==> config.mk <==
export PLATFORM = sky130hd
export DESIGN_NAME = fifo_write_arbiter
export DESIGN_NICKNAME = d
export VERILOG_FILES = /design/src/rtl/fifo_arb_pkg.sv /design/src/rtl/rr_priority_picker.sv /design/src/rtl/fifo_write_arbiter.sv
export SDC_FILE = /design/constraint.sdc
export NUM_CORES = 1
export LEC_CHECK = 0
export ABC_AREA = 1
export CORE_MARGIN = 1
export CORE_UTILIZATION = 35
export CTS_BUF_LIST = sky130_fd_sc_hd__clkbuf_8
export CTS_CLUSTER_DIAMETER = 50
export DETAILED_ROUTE_END_ITERATION = 10
export PLACE_DENSITY = 0.69
export SLEW_MARGIN = 20
export SYNTH_ARGS = -nofsm -noshare
export SYNTH_HDL_FRONTEND = slang
export SYNTH_SLANG_ARGS = --single-unit
==> constraint.sdc <==
create_clock -name write_clock -period 2.4 [get_ports write_clock]
set_clock_uncertainty 0.15 [all_clocks]
set_input_delay 0.36 -clock write_clock [delete_from_list [all_inputs] [get_ports write_clock]]
set_output_delay 0.36 -clock write_clock [all_outputs]
set_load 0.01 [all_outputs]
==> src/rtl/fifo_arb_pkg.sv <==
// Shared types and constants for the FIFO write-port arbiter.
// Imported by the arbiter top and its priority picker.
package fifo_arb_pkg;

  localparam int DEF_DATA_WIDTH = 8;
  localparam int DEF_NUM_REQ    = 4;
  localparam int DEF_MAX_BURST  = 4;

  typedef enum logic {
    ST_IDLE  = 1'b0,
    ST_GRANT = 1'b1
  } arb_state_e;

  function automatic int clog2(input int v);
    int r;
    r = 0;
    for (int i = 0; i < 32; i++) begin
      if ((1 << r) < v) r = r + 1;
    end
    return r;
  endfunction

endpackage

==> src/rtl/rr_priority_picker.sv <==
// Combinational round-robin search: first set request bit at or
// above ptr, wrapping from the top index back to zero.
module rr_priority_picker
  import fifo_arb_pkg::*;
#(
  parameter  int N  = DEF_NUM_REQ,
  localparam int IW = clog2(N)
) (
  input  logic [N-1:0]  req,
  input  logic [IW-1:0] ptr,
  output logic          found,
  output logic [IW-1:0] idx
);

  // Walk downward so the lowest offset from ptr wins last.
  always_comb begin
    int c;
    c     = 0;
    found = 1'b0;
    idx   = '0;
    for (int i = N - 1; i >= 0; i--) begin
      c = int'(ptr) + i;
      if (c >= N) c = c - N;
      if (req[c]) begin
        found = 1'b1;
        idx   = IW'(c);
      end
    end
  end

endmodule

==> src/rtl/fifo_write_arbiter.sv <==
// Round-robin, packet-locked scheduler for the single write port
// of the FIFO buffer, with full backpressure and a burst cap.
module fifo_write_arbiter
  import fifo_arb_pkg::*;
#(
  parameter  int DATA_WIDTH = DEF_DATA_WIDTH,
  parameter  int NUM_REQ    = DEF_NUM_REQ,
  parameter  int MAX_BURST  = DEF_MAX_BURST,
  localparam int IW         = clog2(NUM_REQ)
) (
  input  logic                          write_clock,
  input  logic                          write_reset_n,
  input  logic [NUM_REQ-1:0]            req_valid,
  input  logic [NUM_REQ*DATA_WIDTH-1:0] req_data,
  input  logic [NUM_REQ-1:0]            req_last,
  output logic [NUM_REQ-1:0]            req_ready,
  input  logic                          write_full,
  output logic                          write_enable,
  output logic [DATA_WIDTH-1:0]         write_data,
  output logic [IW-1:0]                 grant_id,
  output logic                          busy
);

  arb_state_e    state_q, state_d;
  logic [IW-1:0] gid_q, gid_d;
  logic [IW-1:0] ptr_q, ptr_d;
  logic [7:0]    cnt_q, cnt_d;

  logic          found;
  logic [IW-1:0] pick;
  logic          xfer;
  logic          cap_hit;
  logic          release_now;

  rr_priority_picker #(
    .N(NUM_REQ)
  ) u_picker (
    .req  (req_valid),
    .ptr  (ptr_q),
    .found(found),
    .idx  (pick)
  );

  always_comb begin
    req_ready    = '0;
    write_enable = 1'b0;
    write_data   = '0;
    xfer         = 1'b0;
    if (state_q == ST_GRANT) begin
      req_ready[gid_q] = ~write_full;
      xfer             = req_valid[gid_q] & ~write_full;
      write_enable     = xfer;
      if (xfer) begin
        write_data = req_data[int'(gid_q)*DATA_WIDTH +: DATA_WIDTH];
      end
    end
  end

  assign cap_hit     = ({1'b0, cnt_q} + 9'd1) == 9'(MAX_BURST);
  assign release_now = xfer & (req_last[gid_q] | cap_hit);

  always_comb begin
    state_d = state_q;
    gid_d   = gid_q;
    ptr_d   = ptr_q;
    cnt_d   = cnt_q;
    unique case (state_q)
      ST_IDLE: begin
        if (found) begin
          gid_d   = pick;
          cnt_d   = '0;
          state_d = ST_GRANT;
        end
      end
      ST_GRANT: begin
        if (xfer) cnt_d = cnt_q + 8'd1;
        if (release_now) begin
          state_d = ST_IDLE;
          if (gid_q == IW'(NUM_REQ - 1)) ptr_d = '0;
          else                           ptr_d = gid_q + 1'b1;
        end
      end
      default: state_d = ST_IDLE;
    endcase
  end

  always_ff @(posedge write_clock or negedge write_reset_n) begin
    if (!write_reset_n) begin
      state_q <= ST_IDLE;
      gid_q   <= '0;
      ptr_q   <= '0;
      cnt_q   <= '0;
    end else begin
      state_q <= state_d;
      gid_q   <= gid_d;
      ptr_q   <= ptr_d;
      cnt_q   <= cnt_d;
    end
  end

  assign grant_id = gid_q;
  assign busy     = (state_q == ST_GRANT);

endmodule
==> results of run 1 <==
cell type report:
type | count | area, µm²
clock buffers | 3 | 41.3
clock inverters | 1 | 5.00
fillers | 371 | 1630
inverters | 29 | 115
multi-input cells | 177 | 860
flip-flops and latches | 13 | 328
well taps | 48 | 60.1
repair buffers | 72 | 653
per-layer routing:
layer,vias to the layer above,GRT usage,share of wire
li1,859,-,-
met1,697,0.248,0.48
met2,55,0.331,0.44
met3,2,0.0339,0.077
met4,0,0.0426,0.0026
met5,-,0,0
power groups by stage:
stage               sequential (mW)  clock, mW  combinational, mW
floorplan                     0.365          0              0.854
global placement              0.399          0               1.30
detailed placement            0.400          0               1.30
CTS                           0.400      0.202               1.27
global route                  0.414      0.212               1.47
finish                        0.403      0.195               1.30
cells by family (layout without fill, tap and decap cells):
| kind of cell | count (synthesis) | after routing | share of synthesized area |
|---|---|---|---|
| adders and majority gates | 6 | 6 | 0.0557 |
| buffers and inverters | 38 | 105 | 0.122 |
| and+or+nand+nor | 122 | 122 | 0.361 |
| xor gates and xnor gates | 2 | 2 | 0.0130 |
| AOI/OAI and AO/OA | 47 | 47 | 0.208 |
| DFF | 13 | 13 | 0.241 |
stage by stage:
step                      area (µm²)  hold WS [ns]  TNS [ns]  cells
final                           2060         0.349         0    343
after global routing            2060         0.398         0    343
after CTS                       2060         0.366         0    340
after detailed placement        2020         0.375     -1.22    336
after global placement          2020         0.372     -1.03    336
after floorplan                 1350       -0.0856         0    228
what timing repair did:
| action | 4_1_cts | 5_1_grt |
|---|---|---|
| setup buffers | 0 | 3 |
| setup endpoints to repair | 11 | 10 |
| resized for setup | 10 | 15 |
| pin swaps | 1 | 0 |
| hold buffers | 0 | 0 |
cell usage after synthesis, types with 3 or more instances:
| cell type | number |
|---|---|
| nand2_1 | 55 |
| nor2_1 | 49 |
| inv_1 | 28 |
| o21ai_0 | 20 |
| nand3_1 | 14 |
| dfrtp_1 | 13 |
| a21oi_1 | 10 |
| o21ai_1 | 7 |
| ha_1 | 6 |
| buf_2 | 3 |
| clkbuf_1 | 3 |
registers in the layout (all words and copies together) (netlist names):
signal,cells
busy,1
cnt_q,8
grant_id,2
ptr_q,2
final timing paths:
kind	from	to	slack, ns	cells after the start
max	grant_id[0]$_DFFE_PN0P_	req_ready[3]	0.11	5
min	write_reset_n	cnt_q[6]$_DFFE_PN0P_	0.35	1
max reg2reg	ptr_q[0]$_DFFE_PN0P_	cnt_q[6]$_DFFE_PN0P_	0.57	6
min reg2reg	busy$_DFF_PN0_	busy$_DFF_PN0_	0.38	2
max in group asynchronous	write_reset_n	grant_id[1]$_DFFE_PN0P_	1.33	1
min in group write_clock	busy$_DFF_PN0_	busy$_DFF_PN0_	0.38	2
==> flow_metrics.tcl, run 1 <==
set metrics [dict create \
    critPathCaptureType "output pin" \
    synth_top_area_cell "dfrtp_1" \
    status "completed" \
    syn_area_um2 1350 \
    ys_seq_area_frac 0.241 \
    synthArstFlopShare 1.00 \
    final_antenna_net_count 0 \
    post-route-util 0.559 \
    grt.overflow.total 0 \
    timing.final.ws_setup_ns 0.111 \
    syn_area_per_cell_um2 5.92 \
    p_leak_nw 0.973 \
    clk_latency_ns 0.24 \
    crit_chain "buf_4 -> ha_1 -> inv_1 -> nor2_1 -> clkdlybuf4s50_1" \
    switching_share 0.482 \
    tightest_slew_ns 0.603 \
    power.density_cell_area_nw_per_um2 920 \
    core_um2 3690 \
    cts.sinks 13 \
    yosysUniqueCellTypes 27 \
    fin_nets 345 \
    antenna_found_initial 0 \
    pwr-share-clk 0.103 \
    grt_max_degree 16 \
    vdd_drop_max_v 0.000496 \
    viasPerCell 4.70 \
    cp_top_family "buffers and inverters" \
    htreeDepth 1 \
    gp_congestion 0.812 \
    grt_pass1_vias 1416 \
    drv_slew 0 \
    p_int_mw 0.983 \
    cts_buffer_depth 2 \
    vias 1613 \
    hold_viol 0 \
    io_pins 59 \
    switching_power_mw 0.914 \
    drive_gt1_frac 0.115 \
    yosysWarnings 0 \
    max_freq_ghz 0.437 \
    critPathRequiredTime_ns 1.89 \
    final_common_cell "nand2_1" \
    track_usage 0.193 \
    fin_crit_sh 0.954 \
    io_buffers 58 \
    die_w_um 64.1 \
    synth_ff_type "dfrtp_1" \
    max_stage_delay_ns 0.55 \
    dr.first_iter.drc_count 75 \
    cp.arrival_ns 1.78 \
    start_util 0.366 \
    comb_power_share 0.685 \
    synth_edf_count 0 \
    path_class "register to output pin" \
    rsz0062_at_grt "no" \
    area_growth_pct 52.9 \
    drv_cap 0 \
    ys_ff_latch 13 \
    cp_max_fo 15 \
    synth_top_cells_by_area "dfrtp_1, nand2_1, nor2_1" \
    cts_tree "built" \
    grt_pass1_wl_um 6290 \
    n_antenna_cell 0 \
    p_total_mw 1.90 \
    syn_inst 228 \
    post_drt_wl_per_cell_um 11.0 \
    dp_slack_ns -0.157 \
    rows 22 \
    setup_viol 0 \
    numCtsBuffers 3 \
    syn_nets 277 \
    layout_common_cells "nand2_1, nor2_1, clkdlybuf4s50_1" \
    route.detailed.drc 0 \
    worst_path_max_delay_cell "clkdlybuf4s50_1" \
    seq_power_share 0.213 \
    path_clk_slew_ns 0.06 \
    yosysTopAreaCellShare 0.241 \
    dr.pass1.iters 7 \
    drt-total-wl_um 3790 \
    die_y_um 64.1 \
    hp-class "input port to async pin" \
    critPathLaunchType "register" \
    cts_root_buf "clkbuf_8" \
    hpwl_um 2900 \
    slew_headroom 0.597 \
    timing.final.crit_period_ns 2.29 \
    die-area_um2 4110 \
    path_buf_inv 3 \
]
Note: power is estimated with default switching activity, not from simulation.
==> inputs of run 2 (changes only) <==
- CTS_BUF_LIST: sky130_fd_sc_hd__clkbuf_8 -> sky130_fd_sc_hd__clkbuf_16
==> run 2 against run 1 <==
Effect of this change: critical path depth unchanged; core utilization increased by 0.31 points; routed wire length increased by 0.13%; critical endpoint unchanged.
==> flow_metrics.tcl, run 2 (synthesis results as in run 1) <==
set metrics [dict create \
    status "completed" \
    cp_top_family "buffers and inverters" \
    drv_cap 0 \
    rsz0062_at_grt "no" \
    grt.overflow.total 0 \
    grt_max_degree 16 \
    n_antenna_cell 0 \
    max_stage_delay_ns 0.55 \
    drt-total-wl_um 3790 \
    cts_buffer_depth 2 \
    drive_gt1_frac 0.106 \
    vias 1605 \
    hp-class "input port to async pin" \
    area_growth_pct 53.7 \
    drv_slew 0 \
    die-area_um2 4110 \
    fin_crit_sh 0.954 \
    post_drt_wl_per_cell_um 11.2 \
    timing.final.crit_period_ns 2.29 \
    worst_path_max_delay_cell "clkdlybuf4s50_1" \
    clk_latency_ns 0.24 \
    htreeDepth 1 \
    fill_cells 367 \
    io_buffers 58 \
    final_common_cell "nand2_1" \
    top_register "cnt_q" \
    antenna_found_initial 0 \
    cp.arrival_ns 1.78 \
    die_y_um 64.1 \
    slew_headroom 0.590 \
    rows 22 \
    path_buf_inv 3 \
    critPathLaunchType "register" \
    path_clk_slew_ns 0.05 \
    core_um2 3690 \
    numPlacedInstances 336 \
    whs_ns 0.353 \
    die_w_um 64.1 \
    viasPerCell 4.72 \
    fin_nets 342 \
    track_usage 0.196 \
    io_pins 59 \
    gp_congestion 0.812 \
    path_class "register to output pin" \
    numCtsBuffers 3 \
    crit_chain "buf_4 -> ha_1 -> inv_1 -> nor2_1 -> clkdlybuf4s50_1" \
    dp_slack_ns -0.157 \
    max_freq_ghz 0.437 \
    hold_viol 0 \
    layout_common_cells "nand2_1, nor2_1, clkdlybuf4s50_1" \
    grt_pass1_vias 1432 \
    dr.pass1.iters 6 \
    vdd_drop_max_v 0.000530 \
    start_util 0.366 \
    critPathCaptureType "output pin" \
    tns_ns 0 \
    post_cts_buffers 0 \
    largest_reg_flops 8 \
    instances_no_fill 340 \
    cts_hold_buf 0 \
    critPathRequiredTime_ns 1.89 \
    p_leak_nw 0.974 \
    cts_root_buf "clkbuf_16" \
    p_total_mw 1.99 \
    post-route-util 0.562 \
    cts.sinks 13 \
    setup_viol 0 \
    route.detailed.drc 0 \
    timing.final.ws_setup_ns 0.110 \
    post_dp_cell_area_um2 2020 \
    grt_pass1_wl_um 6350 \
    cp_max_fo 15 \
    cts_tree "built" \
    design_area_um2 2070 \
    dr.first_iter.drc_count 77 \
    tightest_slew_ns 0.613 \
    power.density_cell_area_nw_per_um2 959 \
    final_antenna_net_count 0 \
    hpwl_um 2900 \
]
[run 2: cell count changes in the layout (fill, tap and decap cells not counted), sizes merged]
cell  previous run  this run
buf             14        11
[run 2: cell type report]
class | count | area [µm²] | area share
clock buffer | 3 | 75.1 | 0.0362
sequential | 13 | 328 | 0.158
clock inverter | 1 | 5.00 | 0.00241
inverter | 29 | 115 | 0.0555
multi-input combinational | 177 | 860 | 0.415
timing repair buffer | 69 | 631 | 0.304
tap | 48 | 60.1 | 0.0290
[run 2: what timing repair did]
item,CTS,global route
pin swaps,1,0
resized for setup,10,15
endpoints found under the setup margin,11,10
[run 2: final timing paths]
check                      slack, ns                      end               startpoint  cells past startpoint
max                             0.11             req_ready[3]  grant_id[0]$_DFFE_PN0P_                      5
min                             0.35     cnt_q[6]$_DFFE_PN0P_            write_reset_n                      1
max reg2reg                     0.58     cnt_q[6]$_DFFE_PN0P_     ptr_q[0]$_DFFE_PN0P_                      6
min reg2reg                     0.38           busy$_DFF_PN0_           busy$_DFF_PN0_                      2
max in group asynchronous       1.31  grant_id[1]$_DFFE_PN0P_            write_reset_n                      1
min in group write_clock        0.38           busy$_DFF_PN0_           busy$_DFF_PN0_                      2
[run 2: per-layer routing]
| layer | wire (µm) | vias up | GRT usage |
|---|---|---|---|
| met5 | 0 | - | 0 |
| met4 | 43 | 0 | 0.0597 |
| met3 | 300 | 5 | 0.0393 |
| met2 | 1630 | 64 | 0.338 |
| met1 | 1820 | 682 | 0.244 |
| li1 | - | 854 | - |
[run 2: power by group]
group / switching (mW) / leakage [nW] / internal [mW] / total [mW]
clock network: 0.0972 / 0.0409 / 0.222 / 0.319
logic: 0.715 / 0.767 / 0.551 / 1.27
registers: 0.116 / 0.166 / 0.289 / 0.404
[run 2: worst register-to-register path, delay by kind of cell (launching register included)]
family / cells / cell delay (ns)
flops: 1 / 0.61
simple gates: 4 / 0.58
compound gates: 2 / 0.41
==> inputs of run 3 (changes only) <==
- PLACE_DENSITY: 0.69 -> 0.73
==> run 3 against run 2 <==
Effect of this change: routed wire length grew 0.55%; non-clock buffer count is 3 higher; critical path depth increased by 1; first-iteration DRC count decreased by 17%; largest power group unchanged; highest routed layer unchanged.
==> flow_metrics.tcl, run 3 (synthesis results as in run 1) <==
set metrics [dict create \
    cts_root_buf "clkbuf_16" \
    power.density_cell_area_nw_per_um2 971 \
    seq_power_share 0.200 \
    cp_max_fo 20 \
    grt_pass1_wl_um 6460 \
    pwr-share-clk 0.155 \
    fin_nets 345 \
    dr_wl_met2_um 1710 \
    timing.final.crit_period_ns 2.27 \
    grt.overflow.total 0 \
    drv_slew 0 \
    cts_buffer_depth 2 \
    path_class "register to output pin" \
    core_um2 3690 \
    path_clk_slew_ns 0.05 \
    htreeDepth 1 \
    crit_chain "inv_1 -> buf_12 -> ha_1 -> inv_1 -> nor2_1 -> clkdlybuf4s50_1" \
    critPathCaptureType "output pin" \
    die-area_um2 4110 \
    area_growth_pct 56.2 \
    drv_cap 0 \
    dr.first_iter.drc_count 64 \
    fin_crit_sh 0.948 \
    final_antenna_net_count 0 \
    antenna_found_initial 0 \
    path_common_cell "inv_1" \
    p_int_mw 1.11 \
    cts_tree "built" \
    critPathLaunchType "register" \
    design_area_um2 2110 \
    n_antenna_cell 0 \
    die_w_um 64.1 \
    rows 22 \
    io_pins 59 \
    route.detailed.drc 0 \
    grt_pass1_vias 1481 \
    tightest_slew_ns 0.572 \
    switching_share 0.457 \
    top_register "cnt_q" \
    vias 1621 \
    post_dp_cell_area_um2 2020 \
    vdd_drop_max_v 0.000374 \
    io_buffers 58 \
    final_common_cell "nand2_1" \
    rsz0062_at_grt "no" \
    cts.sinks 13 \
    hpwl_um 2910 \
    wl_met1_um 1810 \
    track_usage 0.199 \
    hold_viol 0 \
    slew_headroom 0.618 \
    hp-class "input port to async pin" \
    gp_congestion 0.880 \
    die_y_um 64.1 \
    viasPerCell 4.73 \
    grt_max_degree 21 \
    critPathRequiredTime_ns 1.89 \
    worst_path_max_delay_cell "clkdlybuf4s50_1" \
    whs_ns 0.336 \
    max_freq_ghz 0.440 \
    status "completed" \
    comb_power_share 0.646 \
    clk_latency_ns 0.24 \
    layout_common_cells "nand2_1, nor2_1, clkdlybuf4s50_1" \
    p_leak_nw 1.01 \
    drive_gt1_frac 0.119 \
    cp.arrival_ns 1.76 \
    wl_met3_um 252 \
    setup_viol 0 \
    switching_power_mw 0.935 \
    top_layer "met4" \
    post_drt_wl_per_cell_um 11.1 \
    dr.pass1.iters 4 \
    numCtsBuffers 3 \
    max_stage_delay_ns 0.53 \
    largest_reg_flops 8 \
    start_util 0.366 \
    drt-total-wl_um 3810 \
]
==> run 3: cell count changes in the layout (fill, tap and decap cells not counted) <==
cell             previous run  this run
clkbuf_2                    6         7
clkdlybuf4s50_1            49        48
dlygate4sd2_1               2         1
dlymetal6s2s_1              0         1
buf_4                      11        13
buf_12                      0         1
==> run 3: worst paths after layout <==
check | cells after the start | endpoint | slack [ns] | from
setup / recovery | 6 | req_ready[2] | 0.13 | grant_id[0]$_DFFE_PN0P_
hold / removal | 1 | cnt_q[6]$_DFFE_PN0P_ | 0.34 | write_reset_n
setup reg to reg | 6 | cnt_q[5]$_DFFE_PN0P_ | 0.59 | ptr_q[0]$_DFFE_PN0P_
hold reg to reg | 2 | busy$_DFF_PN0_ | 0.38 | busy$_DFF_PN0_
max in group asynchronous | 1 | grant_id[1]$_DFFE_PN0P_ | 1.36 | write_reset_n
min in group write_clock | 2 | busy$_DFF_PN0_ | 0.38 | busy$_DFF_PN0_
==> run 3: layout make-up <==
type / count / area, µm²
fillers: 367 / 1580
multi-input cells: 177 / 860
repair buffers: 72 / 664
clock buffers: 3 / 75.1
flip-flops and latches: 13 / 328
inverters: 29 / 115
clock inverters: 1 / 5.00
well taps: 48 / 60.1
==> run 3: critical path: cells and delay by family, from the launching register on <==
family | cells | cell delay, ns
buffers and inverters | 4 | 0.84
flip-flops | 1 | 0.44
adder cells (fa/ha/maj) | 1 | 0.14
AND/OR/NAND/NOR | 1 | 0.09
==> run 3: what timing repair did <==
item / CTS / global route
resized for setup: 11 / 17
endpoints found under the setup margin: 11 / 11
hold buffers: 0 / 0
setup buffers: 1 / 3
cloned: 0 / 0
==> run 3: layer usage <==
layer | up-vias | global-route usage
met5 | - | 0
met4 | 0 | 0.0682
met3 | 5 | 0.0411
met2 | 52 | 0.326
met1 | 703 | 0.258
li1 | 861 | -
==> run 3: metrics by stage <==
| step | worst slack (ns) | util | instances | TNS [ns] | power (mW) |
|---|---|---|---|---|---|
| 2_1_floorplan | 0.425 | - | 228 | 0 | 1.22 |
| 5_1_grt | 0.00373 | 0.571 | 343 | 0 | 2.25 |
| 3_5_place_dp | -0.190 | 0.549 | 335 | -1.45 | 1.71 |
| 3_3_place_gp | -0.144 | 0.549 | 335 | -1.18 | 1.70 |
| 4_1_cts | 0.0321 | 0.571 | 340 | 0 | 2.03 |
| 6_report | 0.125 | 0.571 | 343 | 0 | 2.05 |
==> run 3: power groups by stage <==
stage / Combinational [mW] / Clock (mW) / Sequential [mW]
4_1_cts: 1.29 / 0.323 / 0.412
6_report: 1.32 / 0.317 / 0.408
3_5_place_dp: 1.30 / 0 / 0.408
3_3_place_gp: 1.29 / 0 / 0.407
2_1_floorplan: 0.854 / 0 / 0.365
5_1_grt: 1.49 / 0.331 / 0.426
